`src/rtl/mux_key_with_default_pkg.sv`:
```
// Shared packing convention for key/data lookup tables.
// Entry i of a table lives at bits [i*PAIR +: PAIR]; inside an entry the
// key occupies the upper KEY_LEN bits and the data the lower DATA_LEN bits,
// so entry 0 is the rightmost pair of a {k_{N-1},d_{N-1},...,k_0,d_0}
// concatenation. Every instantiator packs its table through these helpers.
package mux_key_with_default_pkg;

  // Width of one (key, data) pair.
  function automatic int pair_len(input int key_len, input int data_len);
    return key_len + data_len;
  endfunction

  // Total width of a table holding nr_key pairs.
  function automatic int lut_len(input int nr_key, input int key_len, input int data_len);
    return nr_key * pair_len(key_len, data_len);
  endfunction

  // Bit offset of the data field of entry idx.
  function automatic int data_lsb(input int idx, input int key_len, input int data_len);
    return idx * pair_len(key_len, data_len);
  endfunction

  // Bit offset of the key field of entry idx; the key sits above the data.
  function automatic int key_lsb(input int idx, input int key_len, input int data_len);
    return idx * pair_len(key_len, data_len) + data_len;
  endfunction

endpackage

```
`src/rtl/mux_key_with_default_core.sv`:
```
// Combinational core of the key lookup: per-entry equality match followed
// by a priority select in which the lowest-index matching entry wins.
// Duplicate keys therefore never OR their data together.
module mux_key_core
  import mux_key_with_default_pkg::*;
#(
  parameter int NR_KEY   = 2,
  parameter int KEY_LEN  = 1,
  parameter int DATA_LEN = 1
) (
  input  logic [KEY_LEN-1:0]                         key,
  input  logic [DATA_LEN-1:0]                        default_out,
  input  logic [lut_len(NR_KEY, KEY_LEN, DATA_LEN)-1:0] lut,
  output logic [DATA_LEN-1:0]                        out,
  output logic                                       hit
);

  logic [NR_KEY-1:0]   match;
  logic [DATA_LEN-1:0] entry_data [NR_KEY];

  for (genvar i = 0; i < NR_KEY; i++) begin : g_entry
    assign match[i]      = (lut[key_lsb(i, KEY_LEN, DATA_LEN) +: KEY_LEN] == key);
    assign entry_data[i] = lut[data_lsb(i, KEY_LEN, DATA_LEN) +: DATA_LEN];
  end

  assign hit = |match;

  // Walk entries from highest to lowest index so the lowest matching index is the last writer.
  always_comb begin
    out = default_out;
    for (int i = NR_KEY - 1; i >= 0; i--) begin
      if (match[i]) begin
        out = entry_data[i];
      end
    end
  end

endmodule

```
`src/rtl/mux_key_with_default.sv`:
```
// Key lookup multiplexer with default value. The combinational result and
// hit flag serve same-cycle datapaths; out_q/hit_q are one-cycle registered
// copies for pipelined consumers, cleared by a synchronous active-low reset.
module mux_key_with_default
  import mux_key_with_default_pkg::*;
#(
  parameter int NR_KEY   = 2,
  parameter int KEY_LEN  = 1,
  parameter int DATA_LEN = 1
) (
  input  logic                                       clk,
  input  logic                                       rst,
  input  logic [KEY_LEN-1:0]                         key,
  input  logic [DATA_LEN-1:0]                        default_out,
  input  logic [lut_len(NR_KEY, KEY_LEN, DATA_LEN)-1:0] lut,
  output logic [DATA_LEN-1:0]                        out,
  output logic                                       hit,
  output logic [DATA_LEN-1:0]                        out_q,
  output logic                                       hit_q
);

  mux_key_core #(
    .NR_KEY  (NR_KEY),
    .KEY_LEN (KEY_LEN),
    .DATA_LEN(DATA_LEN)
  ) u_core (
    .key        (key),
    .default_out(default_out),
    .lut        (lut),
    .out        (out),
    .hit        (hit)
  );

  // Register the live lookup each cycle; reset clears both copies and wins over any input change.
  always_ff @(posedge clk) begin
    if (!rst) begin
      out_q <= '0;
      hit_q <= 1'b0;
    end else begin
      out_q <= out;
      hit_q <= hit;
    end
  end

endmodule

```
`config.mk`:
```
export PLATFORM = sky130hd
export DESIGN_NAME = mux_key_with_default
export DESIGN_NICKNAME = d
export VERILOG_FILES = /design/src/rtl/mux_key_with_default_pkg.sv /design/src/rtl/mux_key_with_default_core.sv /design/src/rtl/mux_key_with_default.sv
export SDC_FILE = /design/constraint.sdc
export NUM_CORES = 1
export LEC_CHECK = 0
export CORE_AREA = 2 2 39 41
export CTS_BUF_LIST = sky130_fd_sc_hd__clkbuf_8
export CTS_CLUSTER_SIZE = 14
export DETAILED_ROUTE_END_ITERATION = 10
export DIE_AREA = 0 0 41 43
export PLACE_DENSITY_LB_ADDON = 0.12
export RECOVER_POWER = 25
export REMOVE_ABC_BUFFERS = 1
export SLEW_MARGIN = 20
export SYNTH_ARGS = -nofsm -noshare
export SYNTH_HDL_FRONTEND = slang
export SYNTH_HIERARCHICAL = 1
export SYNTH_SLANG_ARGS = --single-unit
```
`constraint.sdc`:
```
create_clock -name clk -period 1.81 [get_ports clk]
set_input_delay 0.181 -clock clk [delete_from_list [all_inputs] [get_ports clk]]
set_output_delay 0.181 -clock clk [all_outputs]
set_load 0.05 [all_outputs]
```
==> run summary, run 1 <==
* outcome: completed
* total die area: 0.001763 mm2
* highest metal used: met3
* max-cap check violation count: 0
* hold-critical path endpoint: hit_q
* post-cts repair resize count: 0
* total clock sinks: 2
* vertical die dimension: 43 um
* placer's final routability congestion estimate: 0.5925
* count of antenna-violating nets left after detailed routing: 0
* via density per instance: 3.477
* initial core utilization: 8.680%
* via count of the routed design: 153
* share of synthesized area occupied by flip-flops and latches: 33.33%
* ratio of total power to cell area: 963.1 mW/mm2
* Final setup violation count: 0
* final WL: 364 um
* Max VDD drop: 196.7 uV
* number of DRC violations after detailed routing: 0
* Clk Tree Root Cell: sky130_fd_sc_hd__clkbuf_8
* number of antenna violations at the first check in global routing: 0
* TritonCTS clock tree: done
* number of buffers created by CTS: 3
* cells along the critical path: clkdlybuf4s50_1 > nor2_1 > a311o_1 > a2bb2oi_2 > buf_12
* Post-CTS Setup Bufs: 0
* number of max-slew violations in the final report: 0
* post-route cell area: 319.1 um2
* Core Box Area: 0.001384 mm2
* number of flops mapped to enable cells by yosys: 0
* setup TNS: 0 ns
* global routing usage summed across all routing layers: 5.500%
* wire length of the first global-routing pass: 627 um
* Synth Area per Inst: 9.240 um2
* largest net degree at the start of global routing: 7
* fraction of post-synthesis cell area in the top cell type by area: 33.33%
* final core utilization: 23.06%
* largest stage delay on the critical path: 0.55 ns
* top cells by area in the synthesized netlist: sky130_fd_sc_hd__dfxtp_1, sky130_fd_sc_hd__a2bb2oi_2, sky130_fd_sc_hd__and2_1, sky130_fd_sc_hd__a311o_1, sky130_fd_sc_hd__o311ai_0
* met1 wire length: 171 um
* # rows: 14
* area growth from synthesis to layout: 165.6%
* Placed Instance Area: 277.8 um2
* vias in the first global route: 171
* Final nets: 38
* amount of wire on met2 after detailed routing: 138 um
* wire length on met3: 53 um
* final number of hold-violating endpoints: 0
* biggest fanout along the worst timing path: 6
* x dimension of the die: 41 um
* number of buffers inserted by hold repair at cts: 0
* leakage: 0.1247 nW
* top_reg_cell synth: sky130_fd_sc_hd__dfxtp_1
* Slew @ Worst Pin: 0.4948 ns
* critical hold path startpoint: rst
* Max-Slew Margin vs Limit: 66.91%
* sequential cell area in the final layout: 40.04 um2
* cell count of the worst hold path: 2
* port bufs: 11
* post-synthesis register bit count: 2
* kind of path behind the tightest hold check: primary input to flip-flop
* nature of the critical path endpoint: output pin
* iteration count of the initial detailed-routing pass: 1
* most numerous cell types in the synthesized netlist: sky130_fd_sc_hd__and2_1, sky130_fd_sc_hd__dfxtp_1
* nature of the critical path startpoint: primary input
* Bufs on Longest Clock Path: 2
* worst setup path category: primary input to output pin
* maximum frequency from static timing analysis: 592.3 MHz
* Post-Syn Instances: 13
* count of distinct cell types in the synthesized netlist: 11
* Remaining Overflow, GRT: 0
* post-route fraction of the period consumed by the critical path: 93.28%
* async set-reset flop share out of synthesis: 0%
* final period demand of the worst path: 1.688 ns
* # H-tree levels: 1
* number of warnings printed during yosys synthesis: 6
* clock transition time at the flip-flop clock pins of the worst setup and hold paths: 0.03 ns
* number of filler cells placed in the layout: 146
* number of DRC markers after the initial detailed-route iteration: 0
* slowest stage cell, crit path: sky130_fd_sc_hd__clkdlybuf4s50_1
* layout cell share with drive strength beyond 1: 25.00%
* Multi-input gate area: 76.32 um2
* Data arrival, critical path: 1.51 ns
* worst path required time: 1.63 ns
* netlist area before placement: 120.1 um2
* RSZ-0062 raised after global routing: false
* I/O Pins: 12
* post-DR wirelength/cell: 8.273 um
* library cell occupying the most area in the post-synthesis netlist: sky130_fd_sc_hd__dfxtp_1
* number of inserted diodes: 0
## area by class of cell
class	instances	share of cell area, %
Sequential cell	2	12.55
Inverter	1	1.176
Tap cell	16	6.275
Multi-Input combinational cell	10	23.92
Timing Repair Buffer	12	43.14
Clock buffer	3	12.94
## registers in the layout, indices dropped and copies added, names as in the netlist
name   cells
hit_q      1
out_q      1
## stage by stage
step                std cells  setup slack (ns)  hold slack [ns]   power (W)
global route               44           0.03821           0.5961   0.0003218
finish                     44            0.1216           0.5763   0.0003073
detailed placement         41            0.1165           0.7857   0.0001379
CTS                        44            0.1165           0.5732   0.0003143
global placement           41            0.1302           0.7799   0.0001373
floorplan                  13           -0.1477           0.3027  0.00009040
## worst max path at each step
stage	cells after the start	slack [ns]	startpoint	endpoint
6_report	5	0.12	key	out
5_1_grt	5	0.04	key	out
4_1_cts	5	0.12	key	out
3_5_place_dp	5	0.12	key	out
3_3_place_gp	5	0.13	key	out
2_1_floorplan	4	-0.15	lut[3]	out_q
## cell families (layout without fill, tap and decap cells)
group | Yosys count | in the layout | synth area share (%)
flip-flops | 2 | 2 | 33.33
buffers and inverters | 1 | 16 | 3.122
AO/OA/AOI/OAI | 4 | 4 | 32.29
AND/OR/NAND/NOR | 6 | 6 | 31.25
## power breakdown
part | switching [W] | internal [W] | leakage [nW]
logic | 0.0000433 | 0.0000445 | 0.0863
registers | 0.000000867 | 0.0000480 | 0.0167
clock network | 0.0000303 | 0.000140 | 0.0216
total | 0.0000745 | 0.000233 | 0.125
## layer usage
metal | vias to the layer above | global-route usage, %
li1 | 79 | -
met1 | 62 | 6.349
met2 | 12 | 7.187
met3 | 0 | 1.571
met4 | 0 | 6.000
met5 | - | 0
## worst max-delay path, delay by kind of cell
family                 cells  cell delay, ns
buffers and inverters      2            0.71
AOI/OAI and AO/OA          2            0.55
and+or+nand+nor            1            0.07
## cells in the final DEF, fill, tap and decap left out
| cell type | Yosys | routed |
|---|---|---|
| sky130_fd_sc_hd__clkbuf_8 | 0 | 3 |
| sky130_fd_sc_hd__and2_1 | 2 | 2 |
| sky130_fd_sc_hd__a2bb2oi_2 | 1 | 1 |
| sky130_fd_sc_hd__nor3b_1 | 1 | 1 |
| sky130_fd_sc_hd__clkdlybuf4s50_1 | 0 | 9 |
| sky130_fd_sc_hd__nor2b_1 | 1 | 1 |
| sky130_fd_sc_hd__inv_1 | 1 | 1 |
| sky130_fd_sc_hd__dfxtp_1 | 2 | 2 |
| sky130_fd_sc_hd__nor2_1 | 1 | 1 |
| sky130_fd_sc_hd__buf_4 | 0 | 1 |
| sky130_fd_sc_hd__a21oi_1 | 1 | 1 |
| sky130_fd_sc_hd__o311ai_0 | 1 | 1 |
| sky130_fd_sc_hd__a311o_1 | 1 | 1 |
| sky130_fd_sc_hd__buf_12 | 0 | 2 |
| sky130_fd_sc_hd__or2b_1 | 1 | 1 |
Power figures use the tool's default switching activity.
==> inputs of run 2 (changes only) <==
Settings changed: GPL_ROUTABILITY_DRIVEN set to 0.
Clock period 1.81 ns to 1.6 ns, I/O delays scaled along.
==> run 2 against run 1 <==
Global-route usage down 0.20 points. Final area down 2.0%. Sequential share of layout area up 0.25 points. Die area unchanged. Clock power up 14%. First-iteration DRC count up 2. Total power up 13%. Utilization down 0.45 points. Combinational power up 10%. Critical path type unchanged. Largest cell class unchanged.
==> run summary, run 2 (synthesis results as in run 1) <==
* Final setup violation count: 0, unchanged
* number of DRC violations after detailed routing: 0, unchanged
* kind of path behind the tightest hold check: primary input to flip-flop
* iteration count of the initial detailed-routing pass: 4, +3
* layout cell share with drive strength beyond 1: 32.14%, +7.1 points
* Max-Slew Margin vs Limit: 60.14%, -6.8 points
* total clock sinks: 2, unchanged
* cell count of the worst hold path: 2, unchanged
* Max VDD drop: 258.1 uV, +31%
* number of buffers inserted by hold repair at cts: 0, unchanged
* maximum frequency from static timing analysis: 649.8 MHz
* setup TNS: 0 ns, unchanged
* Post-CTS Setup Bufs: 0, unchanged
* detailed placement HPWL: 289.3 um
* total power: 0.0003465 W, +13%
* cells along the critical path: clkdlybuf4s50_1 > a311o_1 > a2bb2oi_2 > buf_12
* vias in the first global route: 149, -13%
* slowest stage cell, crit path: sky130_fd_sc_hd__clkdlybuf4s50_1
* hold-critical path endpoint: hit_q
* post-DR wirelength/cell: 8.205 um, -0.82%
* via count of the routed design: 155, +1.3%
* worst-case setup slack after placement: -0.04903 ns, -0.1655 ns
* leading cell type in the layout, fill and taps excluded: sky130_fd_sc_hd__clkdlybuf4s50_1
* critical hold path startpoint: rst
* final number of hold-violating endpoints: 0, unchanged
* largest registers: hit_q (1), out_q (1)
* number of antenna violations at the first check in global routing: 0, unchanged
* Data arrival, critical path: 1.38 ns, -0.13 ns
* number of buffers created by CTS: 3, unchanged
* clock transition time at the flip-flop clock pins of the worst setup and hold paths: 0.03 ns, about the same
* initial core utilization: 8.680%, unchanged
* TritonCTS clock tree: done
* Remaining Overflow, GRT: 0, unchanged
* I/O Pins: 12, unchanged
* max-cap check violation count: 0, unchanged
* Bufs on Longest Clock Path: 2, unchanged
* Final nets: 38, unchanged
* largest net degree at the start of global routing: 7, unchanged
* Core Box Area: 0.001384 mm2, unchanged
* post-route fraction of the period consumed by the critical path: 96.19%
* Slew @ Worst Pin: 0.6005 ns, +0.1057 ns
* largest stage delay on the critical path: 0.47 ns, -0.08 ns
* worst setup path category: primary input to output pin
* number of DRC markers after the initial detailed-route iteration: 2, +2
* nature of the critical path startpoint: primary input
* global routing usage summed across all routing layers: 5.300%, -0.20 points
* final WL: 361 um, -0.82%
* biggest fanout along the worst timing path: 4, -2
* # rows: 14, unchanged
* wire length of the first global-routing pass: 572 um, -8.8%
* count of antenna-violating nets left after detailed routing: 0, unchanged
* number of max-slew violations in the final report: 0, unchanged
* number of filler cells placed in the layout: 156, +6.8%
* ratio of total power to cell area: 1108 mW/mm2, +15%
* vertical die dimension: 43 um, unchanged
* final period demand of the worst path: 1.539 ns
* leakage: 0.1251 nW, +0.38%
* Clk Tree Root Cell: sky130_fd_sc_hd__clkbuf_8
* area growth from synthesis to layout: 160.4%
* RSZ-0062 raised after global routing: false
* most frequent cells in the layout: sky130_fd_sc_hd__clkdlybuf4s50_1, sky130_fd_sc_hd__clkbuf_8
* nature of the critical path endpoint: output pin
* worst path required time: 1.44 ns, -0.19 ns
* via density per instance: 3.523, +1.3%
* setup ws final: 0.06098 ns, -0.06057 ns
* x dimension of the die: 41 um, unchanged
* total die area: 0.001763 mm2, unchanged
* outcome: completed
* port bufs: 11, unchanged
* number of inserted diodes: 0, unchanged
* # H-tree levels: 1, unchanged
## run 2: changes by cell type in the layout (fill, tap and decap cells not counted)
| cell | change |
|---|---|
| sky130_fd_sc_hd__buf_4 | +1 |
| sky130_fd_sc_hd__a21oi_1 | -1 |
| sky130_fd_sc_hd__clkbuf_1 | +1 |
| sky130_fd_sc_hd__dlygate4sd2_1 | +1 |
| sky130_fd_sc_hd__a21oi_2 | +1 |
| sky130_fd_sc_hd__clkdlybuf4s50_1 | -3 |
## run 2: layer usage
| metal | part of all wire, % | up-vias | GRT usage (%) |
|---|---|---|---|
| met3 | 17 | 0 | 3.141 |
| met5 | 0 | - | 0 |
| met2 | 40 | 14 | 5.938 |
| met4 | 0 | 0 | 6.000 |
| met1 | 44 | 63 | 6.032 |
| li1 | - | 78 | - |
## run 2: how the worst max path moves through the flow
stage / to / startpoint / slack [ns]
4_1_cts: out / lut[0] / 0.06
3_3_place_gp: out / key / -0.04
2_1_floorplan: out_q / lut[3] / -0.34
3_5_place_dp: out / key / -0.05
6_report: out / lut[1] / 0.06
5_1_grt: out / lut[1] / 0.02
## run 2: where the power goes
| group | switching [W] | total, W | internal, W |
|---|---|---|---|
| Clock | 0.0000359 | 0.000195 | 0.000159 |
| Sequential | 0.000000801 | 0.0000551 | 0.0000543 |
| Combinational | 0.0000499 | 0.0000968 | 0.0000469 |
## run 2: layout make-up
type                       instances  area, um2  share of cell area, %
sequential                         2      40.04                  12.80
timing repair buffer              12      127.6                  40.80
multi-input combinational         10      80.08                  25.60
clock buffer                       3      41.29                  13.20
inverter                           1      3.754                  1.200
tap                               16      20.02                  6.400
## run 2: what timing repair did
item,CTS,global route
setup endpoints to repair,1,1
pin swaps,1,2
endpoints found under the hold margin,0,0
gates resized for setup,1,1
## run 2: worst max-delay path, delay by kind of cell
family / cells / cell delay (ns)
compound gates: 2 / 0.58
buf+inv: 2 / 0.63
## run 2: through the flow
step | std cells | util [%] | area [um2] | hold slack (ns)
floorplan | 13 | - | 120.1 | 0.2817
CTS | 44 | 22.60 | 312.8 | 0.5569
global placement | 41 | 19.71 | 272.8 | 0.6175
finish | 44 | 22.60 | 312.8 | 0.5577
global route | 44 | 22.60 | 312.8 | 0.5816
detailed placement | 41 | 19.71 | 272.8 | 0.6121
